## src/rtl/loader_pkg.sv

```systemverilog
// Shared types and constants for the boot-time program loader.
package loader_pkg;

  localparam int LEN_BYTES  = 2;
  localparam int WORD_BYTES = 4;

  typedef enum logic [2:0] {
    S_CLEAR,
    S_LEN_LO,
    S_LEN_HI,
    S_WORD,
    S_WRITE,
    S_CSUM,
    S_RUN,
    S_ERROR
  } loader_state_t;

endpackage

```

## src/rtl/byte_assembler.sv

```systemverilog
// Packs a little-endian byte stream into words: the first byte lands in bits [7:0].
module byte_assembler
  import loader_pkg::*;
(
  input  logic                      clk,
  input  logic                      rst_n,
  input  logic                      en,
  input  logic [7:0]                data,
  output logic [8*WORD_BYTES-1:0]   word,
  output logic                      full
);

  logic [1:0] cnt;

  always_ff @(posedge clk or negedge rst_n) begin
    if (!rst_n) begin
      cnt  <= '0;
      word <= '0;
    end else if (en) begin
      cnt  <= cnt + 2'd1;
      word <= {data, word[8*WORD_BYTES-1:8]};
    end
  end

  // The counter wraps by itself, so no explicit clear is needed between words.
  assign full = en && (cnt == 2'(WORD_BYTES - 1));

endmodule

```

## src/rtl/program_loader.sv

```systemverilog
// Boot loader: zero-fills instruction memory, then loads a length-prefixed,
// XOR-checksummed image from a byte stream and starts the CPU on success.
//
// state    | meaning
// ---------+------------------------------------------------------------
// S_CLEAR  | writing 0 to every imem address, one per cycle
// S_LEN_LO | waiting for length byte [7:0]
// S_LEN_HI | waiting for length byte [15:8], then range check
// S_WORD   | collecting the 4 bytes of the next word
// S_WRITE  | one-cycle imem write of the assembled word
// S_CSUM   | waiting for the checksum byte
// S_RUN    | image accepted, CPU started (terminal)
// S_ERROR  | bad length or checksum (terminal)
module program_loader
  import loader_pkg::*;
#(
  parameter int IMEM_DEPTH = 256,
  parameter int ADDR_W     = $clog2(IMEM_DEPTH)
) (
  input  logic              clk_i,
  input  logic              rst_i,
  input  logic [7:0]        rx_data_i,
  input  logic              rx_valid_i,
  output logic              rx_ready_o,
  output logic              imem_we_o,
  output logic [ADDR_W-1:0] imem_addr_o,
  output logic [31:0]       imem_wdata_o,
  output logic              start_o,
  output logic              busy_o,
  output logic              err_o
);

  loader_state_t state, state_nx;

  logic [ADDR_W-1:0] clr_cnt;
  logic [7:0]        len_lo;
  logic [15:0]       len;
  logic [15:0]       len_full;
  logic [ADDR_W:0]   ptr;
  logic [7:0]        csum;
  logic              accept;
  logic              asm_en;
  logic              asm_full;
  logic [31:0]       asm_word;

  assign accept   = rx_valid_i && rx_ready_o;
  assign len_full = {rx_data_i, len_lo};
  assign asm_en   = accept && (state == S_WORD);

  byte_assembler u_asm (
    .clk   (clk_i),
    .rst_n (rst_i),
    .en    (asm_en),
    .data  (rx_data_i),
    .word  (asm_word),
    .full  (asm_full)
  );

  always_ff @(posedge clk_i or negedge rst_i) begin
    if (!rst_i) state <= S_CLEAR;
    else        state <= state_nx;
  end

  always_comb begin
    state_nx = state;
    case (state)
      S_CLEAR:  if (clr_cnt == ADDR_W'(IMEM_DEPTH - 1)) state_nx = S_LEN_LO;
      S_LEN_LO: if (accept) state_nx = S_LEN_HI;
      S_LEN_HI: begin
        if (accept) begin
          if (len_full > 16'(IMEM_DEPTH)) state_nx = S_ERROR;
          else if (len_full == 16'd0)     state_nx = S_CSUM;
          else                            state_nx = S_WORD;
        end
      end
      S_WORD:   if (asm_full) state_nx = S_WRITE;
      S_WRITE:  state_nx = (16'(ptr) + 16'd1 == len) ? S_CSUM : S_WORD;
      S_CSUM:   if (accept) state_nx = (rx_data_i == csum) ? S_RUN : S_ERROR;
      S_RUN:    state_nx = S_RUN;
      S_ERROR:  state_nx = S_ERROR;
      default:  state_nx = S_ERROR;
    endcase
  end

  always_ff @(posedge clk_i or negedge rst_i) begin
    if (!rst_i) begin
      clr_cnt <= '0;
      len_lo  <= '0;
      len     <= '0;
      ptr     <= '0;
      csum    <= '0;
    end else begin
      if (state == S_CLEAR) clr_cnt <= clr_cnt + 1'b1;
      if (accept && state == S_LEN_LO) len_lo <= rx_data_i;
      if (accept && state == S_LEN_HI) begin
        len <= len_full;
        ptr <= '0;
      end
      if (asm_en) csum <= csum ^ rx_data_i;
      if (state == S_WRITE) ptr <= ptr + 1'b1;
    end
  end

  // Every output is a decode of the state register (plus registered datapath).
  always_comb begin
    rx_ready_o   = (state == S_LEN_LO) || (state == S_LEN_HI) ||
                   (state == S_WORD)   || (state == S_CSUM);
    imem_we_o    = (state == S_CLEAR) || (state == S_WRITE);
    imem_addr_o  = (state == S_CLEAR) ? clr_cnt : ptr[ADDR_W-1:0];
    imem_wdata_o = (state == S_WRITE) ? asm_word : 32'd0;
    start_o      = (state == S_RUN);
    err_o        = (state == S_ERROR);
    busy_o       = !((state == S_RUN) || (state == S_ERROR));
  end

endmodule

```

## config.mk

```make
export PLATFORM = sky130hd
export DESIGN_NAME = program_loader
export DESIGN_NICKNAME = d
export VERILOG_FILES = /design/src/rtl/loader_pkg.sv /design/src/rtl/byte_assembler.sv /design/src/rtl/program_loader.sv
export SDC_FILE = /design/constraint.sdc
export NUM_CORES = 1
export LEC_CHECK = 0
export CORE_MARGIN = 2
export CORE_UTILIZATION = 35
export DETAILED_ROUTE_END_ITERATION = 12
export DONT_BUFFER_PORTS = 1
export SYNTH_ARGS = -nofsm -noshare
export SYNTH_HDL_FRONTEND = slang
export SYNTH_SLANG_ARGS = --single-unit
```

## constraint.sdc

```tcl
create_clock -name clk_i -period 2.33 [get_ports clk_i]
set_clock_uncertainty 0.15 [all_clocks]
set_input_delay 0.233 -clock clk_i [delete_from_list [all_inputs] [get_ports clk_i]]
set_output_delay 0.233 -clock clk_i [all_outputs]
set_load 0.05 [all_outputs]
```

Word level (Yosys, flattened, before mapping)
Index checks and enable logic that the tools add are counted.
- $add $sub $neg: 4
- order comparisons: 1
- equal/unequal tests: 16
- multiplexer cells: 14
- bitwise operators: 1
- reduce and logical (&&, ||, !) cells: 15
- operators by type and width (cell ; number):
    $mux 32 ; 1
    $mux 3 ; 8
    $pmux 3 s8 ; 1
    $mux 9 ; 2
    $eq 10x16->1 ; 1
    $gt 16x9->1 const B ; 1
    $logic_not 16->1 ; 1
    $eq 3x3->1 const B ; 4
    $add 9x1->10 const B ; 1
    $ne 2x2->1 const B ; 5
    $add 9x1->9 const B ; 1
    $add 8x1->8 const B ; 1
    $eq 8x8->1 ; 1
    $eq 8x8->1 const B ; 1
    $mux 8 ; 1
    $xor 8x8->8 ; 1
    $eq 3x2->1 const B ; 2
    $logic_and 1x1->1 ; 5
    $logic_or 1x1->1 ; 5
    $reduce_and 5->1 ; 1
    $eq 3x1->1 const B ; 1
    $logic_not 3->1 ; 1
    $add 2x1->2 const B ; 1
    $eq 2x2->1 const B ; 1
    3 further kinds ; 3
- register bits after elaboration: 86
- logic and storage cells: 59

Depth between registers and ports, before layout
Gate-level depths: netlist of run 1.
- word-level depth: 9
- mapped depth: 7
- mapped depth without buffers: 7

Modules after synthesis
Synthesis of run 1 repeated with hierarchy kept, for this count alone.
- cells, all modules: 376
- area total of the unflattened synthesis: 4469.3 sq um
- modules (own cells, without submodules) (module ; instances ; cells an instance ; area each (sq um)):
    program_loader ; 1 ; 302 ; 3042.9
    byte_assembler ; 1 ; 74 ; 1426.4

Worst setup path after synthesis of run 1
OpenSTA, ideal clock, no wires.
- kind: register to output
- from: register state[0]
- to: output imem_wdata_o[24]
- arrival: 2.055 ns
- required time: 1.947 ns
- slack: -0.108 ns
- stages on the path, launching flop included: 6
- buffers on the path: 3
- path through: dfrtp_1 -> buf_4 -> nor2_1 -> clkbuf_1 -> clkbuf_1 -> and3_1
- cells in the longest elaborated chain, start to end: 2
- ends and longest elaborated chain (item ; RTL line ; text):
    start, declared ; program_loader.sv:33 ; loader_state_t state, state_nx;
    start signal, assigned ; program_loader.sv:61 ; else state <= state_nx;
    $eq 3x3->1 ; program_loader.sv:110 ; imem_wdata_o = (state == S_WRITE) ? asm_word : 32'd0;
    $mux 32 ; program_loader.sv:110 ;
    end, declared ; program_loader.sv:27 ; output logic [31:0] imem_wdata_o,
No other way between the ends.

Worst setup path in the final report of run 1
- from: register state[0]
- to: output imem_addr_o[1]
- cells in the longest elaborated chain, start to end: 2
- ends and longest elaborated chain (item ; RTL line ; text):
    $logic_not 3->1 ; program_loader.sv:109 ; imem_addr_o = (state == S_CLEAR) ? clr_cnt : ptr[ADDR_W-1:0];
    $mux 8 ; program_loader.sv:109 ;
    end, declared ; program_loader.sv:26 ; output logic [ADDR_W-1:0] imem_addr_o,
No other way between the ends.

==> results of run 1 <==
## timing repair
| item | in CTS | in global routing |
|---|---|---|
| resized for setup | 0 | 2 |
| hold endpoints to repair | 119 | 86 |
| buffers inserted | 0 | 2 |
| endpoints found under the setup margin | 0 | 2 |
## layer usage
metal	up-vias	global-route usage [%]	wire (um)
met2	87	26.94	4995
met3	15	4.129	508
met1	1649	23.18	4642
li1	1591	-	-
met4	0	4.797	139
met5	-	0	0
## cell type report
type | count | area (um2)
Fill cell | 1080 | 6406
Inverter | 4 | 15.01
Clock buffer | 11 | 242.7
Timing Repair Buffer | 63 | 933.4
Tap cell | 147 | 183.9
Multi-Input combinational cell | 318 | 1969
Sequential cell | 86 | 2152
Clock inverter | 5 | 58.81
## cell usage in the layout, fill, tap and decap left out, drive strengths merged, types with 2 or more instances in the layout
cell type	Yosys	layout
dlygate4sd3	0	9
or3	2	2
inv	4	4
o311ai	2	2
a21oi	7	7
o31ai	2	2
o21ai	18	18
mux2	31	31
a211oi	2	2
nand2	116	116
ha	3	3
nor3	7	7
buf	9	54
dfrtp	86	86
nand3	5	5
nor4	8	8
clkinv	0	2
a31oi	3	3
nand4	8	8
xor2	10	10
nor2	14	14
clkinvlp	0	2
nor2b	3	3
xnor2	25	25
a311oi	2	2
and3	39	39
clkbuf	18	11
## worst max-delay path by stage
stage	start	to	cells past startpoint
2_1_floorplan	state[1]$_DFFE_PN0P_	imem_addr_o[6]	4
4_1_cts	len[13]$_DFFE_PN0P_	state[2]$_DFFE_PN0P_	6
5_1_grt	ptr[3]$_DFFE_PN0P_	state[2]$_DFFE_PN0P_	6
3_3_place_gp	len[13]$_DFFE_PN0P_	state[2]$_DFFE_PN0P_	6
3_5_place_dp	len[13]$_DFFE_PN0P_	state[2]$_DFFE_PN0P_	6
6_report	state[0]$_DFFE_PN0P_	imem_addr_o[1]	3
## cell families after synthesis
logic type / after synthesis / share of synthesized area [%]
mux: 31 / 8.189
fa+ha+maj: 3 / 0.8806
buf+inv: 31 / 3.727
xor+xnor: 35 / 7.191
flops: 86 / 50.48
compound gates: 42 / 6.369
simple gates: 207 / 23.16
## worst reg2reg max path, delay by kind of cell, from the launching register on
kind / cells / cell delay [ns]
AND/OR/NAND/NOR: 3 / 0.88
flip-flops: 1 / 0.37
AO/OA/AOI/OAI: 3 / 0.68
## power groups by stage
stage               logic (mW)  registers (mW)  clock network, mW
global route              1.82            2.67               1.55
global placement          1.54            2.57                  0
detailed placement        1.58            2.60                  0
floorplan                 1.41            2.37                  0
finish                    1.64            2.58               1.44
CTS                       1.61            2.58               1.47
## synth_stat cells (all sizes together) (8+ instances only)
cell type,number
nand4,8
and3,39
xnor2,25
nor4,8
xor2,10
nand2,116
o21ai,18
nor2,14
buf,9
clkbuf,18
dfrtp,86
mux2,31
## metrics by stage
stage               setup WS [ns]  power (mW)  util (%)  hold slack (ns)
floorplan                 0.03511       3.785         -          -0.2126
global placement           0.1894       4.117     43.00          -0.2084
detailed placement        0.07931       4.184     43.00          -0.2083
CTS                       0.07326       5.655     46.28          -0.5710
global route              0.01707       6.044     46.44          -0.5799
finish                     0.1053       5.662     46.44          -0.5604
## flip-flops by register name, indices dropped and copies added, names as in the netlist
| signal | flops |
|---|---|
| len | 16 |
| u_asm.cnt | 2 |
| u_asm.word | 32 |
| len_lo | 8 |
| csum | 8 |
| state | 3 |
| ptr | 9 |
| clr_cnt | 8 |
==> report_table.html, run 1 <==
<table>
<tr><th>Metric</th><th>Value</th></tr>
<tr><th colspan="2">Yosys</th></tr>
<tr><td>Post-synth top flop</td><td>dfrtp_1</td></tr>
<tr><td>Number of library cell types mapped by synthesis</td><td>42</td></tr>
<tr><td>Number of enable flip-flop cells after synthesis</td><td>0</td></tr>
<tr><td>Average footprint of a synthesized cell</td><td>9.800 um2</td></tr>
<tr><td>Ys Warns</td><td>0</td></tr>
<tr><td>Most area-hungry cell type in the Yosys netlist</td><td>dfrtp_1</td></tr>
<tr><td>Fraction of synthesized cell area taken by the top area cell type</td><td>50.48%</td></tr>
<tr><td>Post-Synthesis Net Count</td><td>449</td></tr>
<tr><td>Share of synthesized flip-flops with an asynchronous set or reset</td><td>between 90% and 100%</td></tr>
<tr><td>Share of the yosys chip area belonging to registers</td><td>just over 50%</td></tr>
<tr><td>Dominant cells by area after synthesis</td><td>dfrtp_1, nand2_1, mux2_2, and3_1, xnor2_1</td></tr>
<tr><td>Synth Register Bits</td><td>between 80 and 90</td></tr>
<tr><td>Number of instances in the synthesized netlist</td><td>435</td></tr>
<tr><td>Synth Cell Area</td><td>4263 um2</td></tr>
<tr><th colspan="2">Global routing</th></tr>
<tr><td>Number of global-route vias before repair</td><td>approximately 3,300</td></tr>
<tr><td>Grt ovf</td><td>0</td></tr>
<tr><td>All-layer global routing usage</td><td>~17%</td></tr>
<tr><td>Antenna violations before repair</td><td>0</td></tr>
<tr><td>Pin count of the biggest net entering global routing</td><td>87</td></tr>
<tr><td>First-pass GRT wire length</td><td>17,310 um</td></tr>
<tr><th colspan="2">Placement</th></tr>
<tr><td>Number of cells in the design after placement</td><td>~610</td></tr>
<tr><td>Placement-stage cell area</td><td>slightly above 5000 um2</td></tr>
<tr><td>DPL Wire Length</td><td>~7000 um</td></tr>
<tr><td>Final GP Congestion</td><td>0.9203</td></tr>
<tr><td>Count of input and output buffers</td><td>0</td></tr>
<tr><th colspan="2">STA</th></tr>
<tr><td># setup viols final</td><td>0</td></tr>
<tr><td>Tcrit/Tclk final</td><td>a little over nine tenths</td></tr>
<tr><td>Hold Violations, Final</td><td>86</td></tr>
<tr><td>Fin Setup TNS</td><td>0 ns</td></tr>
<tr><td>Final min period</td><td>2.225 ns</td></tr>
<tr><td>Remaining max-slew budget at the tightest pin</td><td>61.54%</td></tr>
<tr><td>Actual slew at the worst max-slew pin</td><td>between 0.5 and 0.6 ns</td></tr>
<tr><td>Setup repair after global routing missed its margin</td><td>false</td></tr>
<tr><td>Worst hold margin</td><td>-0.5604 ns</td></tr>
<tr><td>Maximum clock rate</td><td>0.4495 GHz</td></tr>
<tr><td>Number of slew-limit violations in the final report</td><td>0</td></tr>
<tr><th colspan="2">Clocking</th></tr>
<tr><td>Maximum root-to-sink buffer count</td><td>2</td></tr>
<tr><td>Clock transition at path regs</td><td>~0.06 ns</td></tr>
<tr><td>Total number of H-tree levels</td><td>3</td></tr>
<tr><td>TritonCTS clock tree</td><td>yes</td></tr>
<tr><td>Clock root cell</td><td>clkbuf_16</td></tr>
<tr><td>Sink count of the clock tree</td><td>86</td></tr>
<tr><td>Number of buffers created by CTS</td><td>9</td></tr>
<tr><td>Clk_lat worst skew</td><td>about 0.34 ns</td></tr>
<tr><td>Hold Buf Count CTS</td><td>9</td></tr>
<tr><th colspan="2">Final layout</th></tr>
<tr><td>Number of nets in the finished design</td><td>just under 500</td></tr>
<tr><td>Post-route non-filler standard cell count</td><td>634</td></tr>
<tr><td>Ratio of cells with drive above 1 in the final layout</td><td>22.79%</td></tr>
<tr><td>Antenna diode count</td><td>0</td></tr>
<tr><td>P&amp;R area growth vs syn</td><td>30.32%</td></tr>
<tr><td>Post-route cell area</td><td>between 5000 and 6000 um2</td></tr>
<tr><th colspan="2">Floorplanning</th></tr>
<tr><td>Ports</td><td>56</td></tr>
<tr><td>Effective utilization at floorplan</td><td>a little over a third</td></tr>
<tr><td>Chip Height</td><td>114.4 um</td></tr>
<tr><td>Core Area</td><td>between 10,000 and 15,000 um2</td></tr>
<tr><td>Horizontal die dimension</td><td>between 100 and 150 um</td></tr>
<tr><td>DIE AREA</td><td>13,080 um2</td></tr>
<tr><td>Row Count</td><td>40</td></tr>
<tr><th colspan="2">Detailed routing</th></tr>
<tr><td>Via-per-instance ratio</td><td>roughly 5.3</td></tr>
<tr><td>DRC viols</td><td>0</td></tr>
<tr><td>Antenna viol nets, final</td><td>0</td></tr>
<tr><td>Total via count in the routed design</td><td>roughly 3,300</td></tr>
<tr><td>DRC marker count from the first detailed-route iteration</td><td>~250</td></tr>
<tr><td>Pre-antenna DRT Iters</td><td>5</td></tr>
<tr><td>Average wire per cell in the routed design</td><td>16.22 um</td></tr>
<tr><td>Total Routed Length</td><td>10,290 um</td></tr>
<tr><th colspan="2">Setup path</th></tr>
<tr><td>Reg2Reg Depth</td><td>6</td></tr>
<tr><td>Crit path buffers/inverters</td><td>1</td></tr>
<tr><td>Critical path class</td><td>flip-flop to output port</td></tr>
<tr><td>Maximum cell stage delay along the critical path</td><td>0.55 ns</td></tr>
<tr><td>Critical-path cell with the highest stage delay</td><td>dfrtp_1</td></tr>
<tr><td>Critical path data arrival time</td><td>between 1.5 and 2 ns</td></tr>
<tr><td>Series of cell instances along the critical path</td><td>nor3_2 &gt; buf_4 &gt; mux2_2</td></tr>
<tr><td>Reg2reg end</td><td>state[1]$_DFFE_PN0P_</td></tr>
<tr><td>Maximum fanout along the worst path</td><td>18</td></tr>
<tr><td>Sort of element at the start of the critical path</td><td>flip-flop</td></tr>
<tr><td>R2R Path Start</td><td>len[13]$_DFFE_PN0P_</td></tr>
<tr><td>CP endpoint kind</td><td>output port</td></tr>
<tr><td>Slack of the worst reg-to-reg path</td><td>0.12 ns</td></tr>
<tr><td>Family of cells with the greatest summed delay on the critical path</td><td>flip-flops</td></tr>
<tr><td>Worst EP required</td><td>roughly 2.0 ns</td></tr>
<tr><th colspan="2">Pwr</th></tr>
<tr><td>Sw power</td><td>2.025 mW</td></tr>
<tr><td>Leakage Power</td><td>about 2.6 nW</td></tr>
<tr><td>Internal Pwr Total</td><td>about 3.6 mW</td></tr>
<tr><td>Proportion of total power due to net switching</td><td>35.76%</td></tr>
<tr><td>Peak supply drop</td><td>0.0004311 V</td></tr>
<tr><td>Share of total power in sequential cells</td><td>45.6%</td></tr>
<tr><td>Logic gate share of total power</td><td>about 29%</td></tr>
<tr><td>Pwr Density</td><td>~1000 nW/um2</td></tr>
<tr><td>Share of total power in the clock network</td><td>25.4%</td></tr>
<tr><th colspan="2">Worst hold path</th></tr>
<tr><td>Worst min path class</td><td>input pin to async pin</td></tr>
<tr><th colspan="2">Flow run</th></tr>
<tr><td>Max-cap viol count</td><td>0</td></tr>
<tr><th colspan="2">Outcome</th></tr>
<tr><td>Result of the run</td><td>finished with violations</td></tr>
<tr><td>Violations in the final reports</td><td>hold timing</td></tr>
</table>
Note: power is estimated with default switching activity, not from simulation.
==> inputs of run 2 (changes only) <==
- PLACE_DENSITY: default -> 0.58
==> report_table.html, run 2 (synthesis results as in run 1) <==
<table>
<tr><th>Metric</th><th>Value</th></tr>
<tr><th colspan="2">Final layout</th></tr>
<tr><td>P&amp;R area growth vs syn</td><td>30.29% (about the same)</td></tr>
<tr><td>Antenna diode count</td><td>0 (unchanged)</td></tr>
<tr><td>Post-route non-filler standard cell count</td><td>631 (-0.47%)</td></tr>
<tr><td>Register with the highest flop count</td><td>u_asm.word</td></tr>
<tr><td>Most common library cell in the layout ignoring fill and taps</td><td>nand2_1</td></tr>
<tr><td>Most used cells in the layout excluding fill and tap cells</td><td>nand2_1, dfrtp_1, and3_1</td></tr>
<tr><td>Flip-flop count of the largest register, all copies and words added</td><td>32 (unchanged)</td></tr>
<tr><td>Number of nets in the finished design</td><td>494 (-0.40%)</td></tr>
<tr><td>Ratio of cells with drive above 1 in the final layout</td><td>22.73% (-0.065 points)</td></tr>
<tr><td>Registers with the most flip-flops</td><td>u_asm.word: 32 flops, len: 16 flops, ptr: 9 flops</td></tr>
<tr><th colspan="2">Outcome</th></tr>
<tr><td>Result of the run</td><td>finished with violations</td></tr>
<tr><td>Violations in the final reports</td><td>hold timing</td></tr>
<tr><th colspan="2">Detailed routing</th></tr>
<tr><td>Total via count in the routed design</td><td>3,264 (-2.3%)</td></tr>
<tr><td>DRC viols</td><td>0 (unchanged)</td></tr>
<tr><td>Via-per-instance ratio</td><td>5.173 (-1.9%)</td></tr>
<tr><td>Total Routed Length</td><td>10,300 um (+0.14%)</td></tr>
<tr><td>Average wire per cell in the routed design</td><td>16.32 um (+0.61%)</td></tr>
<tr><td>Pre-antenna DRT Iters</td><td>4 (-1)</td></tr>
<tr><td>Antenna viol nets, final</td><td>0 (unchanged)</td></tr>
<tr><td>DRC marker count from the first detailed-route iteration</td><td>277 (+13%)</td></tr>
<tr><th colspan="2">Floorplanning</th></tr>
<tr><td>DIE AREA</td><td>13,080 um2 (unchanged)</td></tr>
<tr><td>Row Count</td><td>40 (unchanged)</td></tr>
<tr><td>Ports</td><td>56 (unchanged)</td></tr>
<tr><td>Effective utilization at floorplan</td><td>35.64% (unchanged)</td></tr>
<tr><td>Chip Height</td><td>114.4 um (unchanged)</td></tr>
<tr><td>Horizontal die dimension</td><td>114.4 um (unchanged)</td></tr>
<tr><td>Core Area</td><td>11,960 um2 (unchanged)</td></tr>
<tr><th colspan="2">Setup path</th></tr>
<tr><td>CP endpoint kind</td><td>flip-flop</td></tr>
<tr><td>R2R Path Start</td><td>ptr[1]$_DFFE_PN0P_</td></tr>
<tr><td>First element of the critical path</td><td>ptr[1]$_DFFE_PN0P_</td></tr>
<tr><td>Worst EP required</td><td>2.40 ns (+0.45 ns)</td></tr>
<tr><td>Sort of element at the start of the critical path</td><td>flip-flop</td></tr>
<tr><td>Critical path class</td><td>flip-flop to flip-flop</td></tr>
<tr><td>Maximum fanout along the worst path</td><td>7 (-11)</td></tr>
<tr><td>Critical path data arrival time</td><td>2.29 ns (+0.45 ns)</td></tr>
<tr><th colspan="2">Pwr</th></tr>
<tr><td>Peak supply drop</td><td>0.0004618 V (+7.1%)</td></tr>
<tr><td>Leakage Power</td><td>2.606 nW (about the same)</td></tr>
<tr><td>Pwr Density</td><td>1026 nW/um2 (+0.69%)</td></tr>
<tr><th colspan="2">STA</th></tr>
<tr><td>Final min period</td><td>2.225 ns (+0.0006240 ns)</td></tr>
<tr><td>Tcrit/Tclk final</td><td>95.51% (about the same)</td></tr>
<tr><td>Setup repair after global routing missed its margin</td><td>false</td></tr>
<tr><td>Fin Setup TNS</td><td>0 ns (unchanged)</td></tr>
<tr><td># setup viols final</td><td>0 (unchanged)</td></tr>
<tr><td>Maximum clock rate</td><td>0.4494 GHz (about the same)</td></tr>
<tr><td>Number of slew-limit violations in the final report</td><td>0 (unchanged)</td></tr>
<tr><td>Hold Violations, Final</td><td>86 (unchanged)</td></tr>
<tr><td>Worst hold margin</td><td>-0.5686 ns (-0.008172 ns)</td></tr>
<tr><td>Actual slew at the worst max-slew pin</td><td>0.5355 ns (-0.03925 ns)</td></tr>
<tr><td>Remaining max-slew budget at the tightest pin</td><td>64.17% (+2.6 points)</td></tr>
<tr><th colspan="2">Global routing</th></tr>
<tr><td>Busiest layer in global routing</td><td>met2</td></tr>
<tr><td>Number of global-route vias before repair</td><td>3,342 (+0.15%)</td></tr>
<tr><td>Pin count of the biggest net entering global routing</td><td>87 (unchanged)</td></tr>
<tr><td>Met1 GRT Util</td><td>23.58% (+0.40 points)</td></tr>
<tr><td>Grt ovf</td><td>0 (unchanged)</td></tr>
<tr><td>Antenna violations before repair</td><td>0 (unchanged)</td></tr>
<tr><td>GR Layer Usage met3</td><td>3.812% (-0.32 points)</td></tr>
<tr><td>All-layer global routing usage</td><td>17.03% (+0.071 points)</td></tr>
<tr><td>First-pass GRT wire length</td><td>17,500 um (+1.1%)</td></tr>
<tr><td>Global-route track usage on met2</td><td>26.55% (-0.40 points)</td></tr>
<tr><th colspan="2">Clocking</th></tr>
<tr><td>Hold Buf Count CTS</td><td>9 (unchanged)</td></tr>
<tr><td>Total number of H-tree levels</td><td>3 (unchanged)</td></tr>
<tr><td>Sink count of the clock tree</td><td>86 (unchanged)</td></tr>
<tr><td>Clock root cell</td><td>clkbuf_16</td></tr>
<tr><td>TritonCTS clock tree</td><td>yes</td></tr>
<tr><td>Clock transition at path regs</td><td>0.07 ns (about the same)</td></tr>
<tr><td>Maximum root-to-sink buffer count</td><td>2 (unchanged)</td></tr>
<tr><td>Number of buffers created by CTS</td><td>9 (unchanged)</td></tr>
<tr><td>Clk_lat worst skew</td><td>0.34 ns (about the same)</td></tr>
<tr><th colspan="2">Flow run</th></tr>
<tr><td>Max-cap viol count</td><td>0 (unchanged)</td></tr>
<tr><th colspan="2">Placement</th></tr>
<tr><td>Number of cells in the design after placement</td><td>606 (-0.16%)</td></tr>
<tr><td>Final GP Congestion</td><td>0.8803 (-4.3%)</td></tr>
<tr><td>Count of input and output buffers</td><td>0 (unchanged)</td></tr>
<tr><td>DPL Wire Length</td><td>6980 um (+1.1%)</td></tr>
<tr><th colspan="2">Worst hold path</th></tr>
<tr><td>Worst min path class</td><td>input pin to async pin</td></tr>
</table>
-- run 2: worst max-delay path: stages, from the launching register on --
cell       delay, ns
dfrtp_2         0.41
ha_1            0.20
nand3_2         0.15
or3_1           0.38
a41o_2          0.26
a31oi_1         0.17
a2111oi_2       0.07
o32a_1          0.30
-- run 2: per-layer routing --
metal / vias up / part of all wire, % / wire length (um)
met3: 13 / 5.2 / 538
met1: 1580 / 45 / 4643
li1: 1584 / - / -
met2: 87 / 48 / 4933
met4: 0 / 1.8 / 183
met5: - / 0 / 0
-- run 2: worst paths after layout --
check / cells past startpoint / to / slack (ns)
max in group asynchronous: 0 / len_lo[6]$_DFFE_PN0P_ / 2.43
min in group clk_i: 3 / state[0]$_DFFE_PN0P_ / 0.03
max reg2reg: 7 / state[2]$_DFFE_PN0P_ / 0.10
min: 0 / ptr[0]$_DFFE_PN0P_ / -0.57
min reg2reg: 2 / u_asm.word[2]$_DFFE_PN0P_ / 0.32
max: 7 / state[2]$_DFFE_PN0P_ / 0.10
-- run 2: area by class of cell --
class / count / area (um2)
fillers: 1128 / 6407
clock inverters: 2 / 38.79
well taps: 147 / 183.9
inverters: 4 / 15.01
clock buffers: 13 / 270.3
multi-input cells: 318 / 1971
repair buffers: 61 / 922.1
flip-flops and latches: 86 / 2153
-- run 2: per-stage QoR --
| stage | hold WS [ns] | util, % | setup slack (ns) | power (mW) | cell area, um2 |
|---|---|---|---|---|---|
| 2_1_floorplan | -0.2126 | - | 0.03511 | 3.785 | 4264 |
| 6_report | -0.5686 | 46.43 | 0.1047 | 5.699 | 5554 |
| 5_1_grt | -0.5788 | 46.43 | 0.001522 | 6.048 | 5554 |
| 3_3_place_gp | -0.2090 | 42.94 | 0.1898 | 4.129 | 5136 |
| 3_5_place_dp | -0.2095 | 42.94 | 0.1030 | 4.193 | 5136 |
| 4_1_cts | -0.5769 | 46.28 | 0.03204 | 5.707 | 5535 |
-- run 2: repair_timing --
| item | CTS | global route |
|---|---|---|
| resized for setup | 0 | 6 |
| setup endpoints to repair | 0 | 33 |
| setup buffers | 0 | 1 |
| hold endpoints to repair | 119 | 86 |
-- run 2: report_power, final --
part           internal, mW  leakage, nW  switching [mW]
Clock                 0.917        0.152           0.570
Combinational         0.727         1.35           0.896
Sequential             2.04         1.10           0.555
Total                  3.68         2.61            2.02
